[config.mk]
export PLATFORM = sky130hd
export DESIGN_NAME = program_counter
export DESIGN_NICKNAME = d
export VERILOG_FILES = /design/src/rtl/cpu_pkg.sv /design/src/rtl/pc_next.sv /design/src/rtl/program_counter.sv
export SDC_FILE = /design/constraint.sdc
export NUM_CORES = 1
export LEC_CHECK = 0
export BUFFER_PORTS_ARGS = -buffer_cell sky130_fd_sc_hd__buf_2
export CORE_ASPECT_RATIO = 1.5
export CORE_MARGIN = 10
export CORE_UTILIZATION = 43
export CTS_BUF_LIST = sky130_fd_sc_hd__clkbuf_8
export CTS_CLUSTER_DIAMETER = 120
export CTS_CLUSTER_SIZE = 25
export DETAILED_ROUTE_END_ITERATION = 6
export PLACE_DENSITY = 0.78
export SETUP_SLACK_MARGIN = 0.05
export SYNTH_ARGS = -nofsm -noshare
export SYNTH_HDL_FRONTEND = slang
export SYNTH_SLANG_ARGS = --single-unit
[constraint.sdc]
create_clock -name Clk -period 3 [get_ports Clk]
set_input_delay 0.6 -clock Clk [delete_from_list [all_inputs] [get_ports Clk]]
set_output_delay 0.6 -clock Clk [all_outputs]
set_load 0.03 [all_outputs]
[src/rtl/cpu_pkg.sv]
// Shared CPU constants: PC width, program-state encoding, next-PC select and entry table.
package cpu_pkg;

  localparam int unsigned PC_W      = 10;
  localparam int unsigned NUM_PROGS = 3;
  localparam int unsigned IDX_W     = 2;

  typedef enum logic [1:0] {
    PC_IDLE  = 2'd0,
    PC_ARMED = 2'd1,
    PC_RUN   = 2'd2
  } pc_state_e;

  typedef enum logic [2:0] {
    SEL_HOLD   = 3'd0,
    SEL_LOAD   = 3'd1,
    SEL_JUMP   = 3'd2,
    SEL_BRANCH = 3'd3,
    SEL_INC    = 3'd4
  } pc_sel_e;

  localparam logic [PC_W-1:0] PROG_ENTRY [NUM_PROGS] = '{10'h004, 10'h100, 10'h200};

  // Entry address for a program index; indices past the table map to address 0.
  function automatic logic [PC_W-1:0] prog_entry_at(input logic [IDX_W-1:0] idx);
    prog_entry_at = '0;
    for (int unsigned i = 0; i < NUM_PROGS; i++) begin
      if (idx == IDX_W'(i)) prog_entry_at = PROG_ENTRY[i];
    end
  endfunction

endpackage

[src/rtl/pc_next.sv]
// Combinational next-PC mux: hold, entry load, absolute jump, relative branch, increment.
module pc_next
  import cpu_pkg::*;
#(
  parameter int unsigned PC_W = cpu_pkg::PC_W
) (
  input  logic [PC_W-1:0] pc,
  input  logic [PC_W-1:0] target,
  input  logic [PC_W-1:0] entry,
  input  pc_sel_e         sel,
  output logic [PC_W-1:0] next_pc_c
);

  // Sums are PC_W wide so they wrap naturally; a two's-complement offset needs no sign extension.
  always_comb begin
    next_pc_c = pc;
    unique case (sel)
      SEL_HOLD:   next_pc_c = pc;
      SEL_LOAD:   next_pc_c = entry;
      SEL_JUMP:   next_pc_c = target;
      SEL_BRANCH: next_pc_c = pc + target;
      SEL_INC:    next_pc_c = pc + PC_W'(1);
      default:    next_pc_c = pc;
    endcase
  end

endmodule

[src/rtl/program_counter.sv]
// Program counter: launches programs from the entry table on Start falling edge, then
// increments, jumps or branches each cycle. ProgCtr is a pure register output.
module program_counter #(
  parameter int unsigned PC_W      = cpu_pkg::PC_W,
  parameter int unsigned NUM_PROGS = cpu_pkg::NUM_PROGS
) (
  input  logic            Clk,
  input  logic            Reset,
  input  logic            Start,
  input  logic            Jump,
  input  logic            BOE,
  input  logic            IsEqual,
  input  logic [PC_W-1:0] Target,
  output logic [PC_W-1:0] ProgCtr
);

  import cpu_pkg::*;

  pc_state_e              state_q, state_d;
  logic [PC_W-1:0]        pc_q, pc_d;
  logic [IDX_W-1:0]       prog_idx_q, prog_idx_d;
  pc_sel_e                sel_c;
  logic [PC_W-1:0]        entry_c;

  assign entry_c = PC_W'(prog_entry_at(prog_idx_q));

  // Next-state, program index and PC-select decode.
  always_comb begin
    state_d    = state_q;
    prog_idx_d = prog_idx_q;
    sel_c      = SEL_HOLD;
    unique case (state_q)
      PC_IDLE: begin
        if (Start) state_d = PC_ARMED;
      end
      PC_ARMED: begin
        if (!Start) begin
          sel_c      = SEL_LOAD;
          state_d    = PC_RUN;
          prog_idx_d = (prog_idx_q == IDX_W'(NUM_PROGS - 1)) ? '0 : prog_idx_q + IDX_W'(1);
        end
      end
      PC_RUN: begin
        if (Start)                 state_d = PC_ARMED;
        else if (Jump)             sel_c   = SEL_JUMP;
        else if (BOE && IsEqual)   sel_c   = SEL_BRANCH;
        else                       sel_c   = SEL_INC;
      end
      default: state_d = PC_IDLE;
    endcase
  end

  pc_next #(.PC_W(PC_W)) u_pc_next (
    .pc        (pc_q),
    .target    (Target),
    .entry     (entry_c),
    .sel       (sel_c),
    .next_pc_c (pc_d)
  );

  // State, PC and program-index registers with synchronous reset.
  always_ff @(posedge Clk) begin
    if (Reset) begin
      state_q    <= PC_IDLE;
      pc_q       <= '0;
      prog_idx_q <= '0;
    end else begin
      state_q    <= state_d;
      pc_q       <= pc_d;
      prog_idx_q <= prog_idx_d;
    end
  end

  assign ProgCtr = pc_q;

endmodule

=== Word level (Yosys, flattened, before mapping) ===
Cells that the tools add are included.

* Bitwise logic cells: 1
* Muxes and demuxes: 13
* Reduce and logical (&&, ||, !) cells: 7
* Add/subtract/negate cells: 3
* Equal/unequal tests: 10

{| class="wikitable"
|+ Operators by type and width
! cell !! number
|-
| $pmux 10 s4 || 1
|-
| $mux 10 || 2
|-
| $mux 3 || 4
|-
| $add 10x1->10 const B || 1
|-
| $add 10x10->10 || 1
|-
| $eq 3x2->1 const B || 2
|-
| $mux 2 || 3
|-
| $pmux 3 s2 || 1
|-
| $eq 2x1->1 const B || 2
|-
| $eq 2x2->1 const B || 2
|-
| $logic_not 2->1 || 2
|-
| $pmux 2 s2 || 1
|-
| $reduce_and 2->1 || 2
|-
| $reduce_bool 4->1 || 1
|-
| $eq 3x1->1 const B || 1
|-
| $eq 3x3->1 const B || 1
|-
| $add 2x1->2 const B || 1
|-
| $ne 2x1->1 const B || 1
|-
| $ne 2x2->1 const B || 1
|-
| $reduce_or 2->1 || 1
|-
| $logic_and 1x1->1 || 1
|-
| $mux 1 || 1
|-
| $not 1->1 || 1
|}

* Logic and storage cells: 37
* Output and inout bits: 10
* Bits in registers: 14
* Bits of input ports: 16

=== Depth between registers and ports, before layout ===
* Word-level depth: 7
* Depth in mapped cells: 13

=== Cells and area by module ===
Synthesis repeated with hierarchy kept, for this count alone.

* Cell total of the unflattened synthesis: 232
* Area, all modules: 1716.6 um2

{| class="wikitable"
|+ By module, submodules not included
! module !! sequential area each (um2) !! instances !! cells each !! area each (um2)
|-
| pc_next || 0.0 || 1 || 175 || 1131.1
|-
| program_counter || 280.3 || 1 || 57 || 585.6
|}

=== Worst setup path before layout ===
Ideal clock, no wire load.

* Kind: register -> register
* From: register state_q[0]
* To: register pc_q[8], in the netlist ProgCtr[8]
* Clock period less this slack: 2.900 ns
* Library setup time: 0.095 ns
* Buffers on the path: 1
* Path slack: 0.100 ns
* Stages on the path, launching flop included: 13
* Arrival: 2.805 ns
* Cell sequence: dfxtp_1 > inv_1 > ha_1 > nand3b_4 > or3_1 > clkbuf_1 > and2_1 > fa_1 > a211oi_2 > o21ai_0 > a211oi_1 > o21ai_1 > a221oi_1

* Longest elaborated chain between the ends: 4
* Elaborated cells on any way between the ends: 9

{| class="wikitable"
|+ RTL lines
! what !! line !! source
|-
| start: declaration || program_counter.sv:19 || <nowiki>pc_state_e state_q, state_d;</nowiki>
|-
| start signal: assignment || program_counter.sv:68 || <nowiki>state_q <= state_d;</nowiki>
|-
| $eq 2x2->1 / $eq 2x1->1 (equally long branches) || program_counter.sv:32 || <nowiki>unique case (state_q)</nowiki>
|-
| $pmux 3 s2 * || program_counter.sv:32 ||
|-
| $eq 3x3->1 (tied with other cells) || pc_next.sv:17 || <nowiki>unique case (sel)</nowiki>
|-
| $pmux 10 s4 / $reduce_bool 4->1 (equally long branches) || - ||
|-
| end signal: assignment || program_counter.sv:69 || <nowiki>pc_q <= pc_d;</nowiki>
|-
| end: declaration || program_counter.sv:20 || <nowiki>logic [PC_W-1:0] pc_q, pc_d;</nowiki>
|}

Every way passes the cells marked *; elsewhere a longest branch is shown, timed or not.
A chain may end at the register's enable or synchronous reset.

=== Worst setup path after layout ===
* From: register state_q[1]
* To: register pc_q[9], in the netlist ProgCtr[9]

The elaborated chain is that of the path after synthesis.

==> flow_summary.ini <==
[outcome]
status = finished clean

[grt]
antenna_found_initial = 0
grt_pass1_wl_um = 5610
grt_usage_pct = 12.1
first_global_vias = 1293
grt_max_degree = 16
gr-total-overflow = 0

[power_and_ir_drop]
total_power_w = 0.000528
p_int_w = 0.000371
pwr-share-clk_pct = 36.3
swShare_pct = 29.7
p_leak_nw = 0.715
p_comb_share_pct = 25.9
ir_drop_mv = 0.216
power.share.sequential_pct = 37.7
switchingPower_w = 0.000157
p_per_area_mw_per_mm2 = 338

[placement]
placed_area_mm2 = 0.00147
dpl.hpwl_um = 2620
gp_congestion = 0.812
io_buffers = 25
dp.cells = 216

[sta]
hold_violations = 0
clock_skew_ns = 0.00432
final_max_slew_viol_count = 0
setup_viol = 0
max_freq_mhz = 353
worst_slew_pin_slew_ns = 0.479
min_period_over_period_pct = 94.5
rsz0062_at_grt = no
period_minus_slack_ns = 2.84
slew_headroom_pct = 68.0

[setup_path]
path_class = reg -> reg
r2r-start = state_q[1]
crit_chain = inv_1, ha_4, nand3b_4, or3_4, and2_1, ha_1, and3_1, a22oi_1, o21a_1, o2111ai_1, a311oi_2
cp_data_arrival_time_ns = 3.00
crit_fanout = 7
crit_path_start_kind = flop
crit_path_end_kind = flop
cpLargestDelayFamily = compound AO/OA/AOI/OAI gates
max_stage_delay_ns = 0.38
slowest_stage = or3_4
startpoint = state_q[1]
cp.required_ns = 3.17
worst-path-buf-inv = 1

[cts]
cts_setup_buffers = 0
htreeDepth = 1
numCtsBuffers = 3
clk_pin_slew_ns = 0.06
insertion_delay_ns = 0.25
cts.sinks = 14
cts_tree = done
cts_root_buffer = clkbuf_8
cts_buffer_depth = 2
cts_hold_buffers = 0

[logic_synthesis]
syn_inst = 149
seq_area_frac_synth_pct = 22.4
yosysWarnings = 0
syn_area_mm2 = 0.00125
syn_nets = 180
syn_area_per_cell_um2 = 8.41
ys_seq_elements = 14
synth_cell_types = 42

[floorplan]
fp-row-count = 23
fp.dieW_um = 64.1
core_mm2 = 0.00273
die_h_um = 86.1
initial_core_util_pct = 45.8
pin_count = 26
die-area_mm2 = 0.00552

[final_layout]
antenna_cells = 0
utilization_pct = 57.1
area_growth_pct = 24.6
drive_gt1_share_pct = 28.4
layout.nets = 215
postLayoutCellArea_mm2 = 0.00156
most-common-layout-cells = 25 x buf_2, 13 x dfxtp_1, 13 x ha_1, 12 x a21oi_1, 11 x nand2_1
layout.cells.non_filler = 220
mostFrequentLayoutCell = buf_2

[detailed_routing]
drt_pass1_iterations = 4
route.detailed.drc = 0
vias = 1260
ant_nets = 0
wl_um = 3380
viasPerCell = 5.73
drtIter0Drc = 57
post_drt_wl_per_cell_um = 15.4

[worst_hold_path]
holdCritPathClass = reg -> reg
hp-start = ProgCtr[2]

[run]
maxCapViolations = 0
## state kept, by name (all words and copies together), names as in the netlist
name        count
ProgCtr        10
state_q         2
prog_idx_q      2
## synthesized netlist by cell type, drive strengths merged
master | n | share of area [%]
nand2b | 5 | 2.5
nor2 | 8 | 2.4
nor3 | 3 | 1.2
buf | 3 | 1.4
clkbuf | 2 | 0.60
and3 | 1 | 0.50
xnor2 | 4 | 2.8
o2111ai | 1 | 0.70
o21bai | 1 | 0.60
xor2 | 4 | 2.8
o21ai | 7 | 2.8
inv | 6 | 1.8
mux2i | 1 | 0.80
a21o | 5 | 3.0
o211ai | 1 | 0.60
o31ai | 2 | 2.3
o221a | 1 | 0.90
a211oi | 3 | 2.2
and2 | 8 | 4.0
or2 | 1 | 0.50
nand3b | 1 | 1.6
nor3b | 1 | 0.60
a22oi | 6 | 3.6
nor2b | 2 | 1.0
ha | 14 | 14
a221oi | 5 | 3.5
a21oi | 14 | 5.9
a311oi | 1 | 1.2
fa | 1 | 1.6
nand2 | 11 | 3.3
dfxtp | 14 | 22
o22ai | 2 | 1.0
nand3 | 1 | 0.40
or3 | 2 | 1.0
and2b | 2 | 1.2
a222oi | 2 | 1.6
o21a | 3 | 1.8
## what timing repair did
action / in CTS / in global routing
pin swaps: 2 / 3
endpoints found under the hold margin: 0 / 0
setup endpoints to repair: 4 / 3
gates resized for setup: 4 / 2
## power by group through the flow
| stage | logic (W) | clock network [W] | registers, W |
|---|---|---|---|
| final | 0.000137 | 0.000192 | 0.000199 |
| after global routing | 0.000152 | 0.000199 | 0.000200 |
| after CTS | 0.000136 | 0.000191 | 0.000199 |
| after detailed placement | 0.000129 | 0 | 0.000203 |
| after global placement | 0.000124 | 0 | 0.000203 |
| after floorplan | 0.0000816 | 0 | 0.000208 |
## per-stage QoR
step	hold slack (ns)	setup TNS, ns	worst slack, ns
after CTS	0.496	0	0.0869
final	0.489	0	0.165
after detailed placement	0.487	-0.289	-0.165
after global placement	0.483	-0.0484	-0.0225
after global routing	0.525	0	0.0566
after floorplan	0.473	0	0.0996
## routing by layer
metal / wire [um] / vias up / global-route usage (%)
met3: 221 / 9 / 3.52
met4: 65 / 0 / 4.99
met1: 1380 / 591 / 12.8
met5: 0 / - / 0
li1: - / 618 / -
met2: 1720 / 42 / 21.6
## final timing paths
| check | to | slack, ns | cells past startpoint |
|---|---|---|---|
| worst max-delay path | ProgCtr[9] | 0.16 | 11 |
| worst min-delay path | ProgCtr[2] | 0.49 | 2 |
| worst max register to register | ProgCtr[9] | 0.16 | 11 |
| worst min register to register | ProgCtr[2] | 0.49 | 2 |
## area by class of cell
| type | count | area, um^2 |
|---|---|---|
| repair buffers | 35 | 200 |
| well taps | 37 | 46.3 |
| multi-input cells | 124 | 955 |
| fillers | 235 | 1170 |
| inverters | 6 | 22.5 |
| clock buffers | 4 | 55.1 |
| flip-flops and latches | 14 | 282 |
## worst register-to-register path, stage by stage (launching register included)
cell	delay (ns)
dfxtp_2	0.35
inv_1	0.09
ha_4	0.29
nand3b_4	0.08
or3_4	0.38
and2_1	0.18
ha_1	0.31
and3_1	0.21
a22oi_1	0.28
o21a_1	0.20
o2111ai_1	0.14
a311oi_2	0.24
## kinds of logic (layout without fill, tap and decap cells)
group,after synthesis,in the layout,share of synthesized area (%)
muxes,1,1,0.799
DFF,14,14,22.4
and+or+nand+nor,46,46,20.2
buffers and inverters,11,45,3.80
xor gates and xnor gates,8,8,5.59
adders and majority gates,15,15,15.6
AOI/OAI and AO/OA,54,54,31.7
Note: power is estimated with default switching activity, not from simulation.
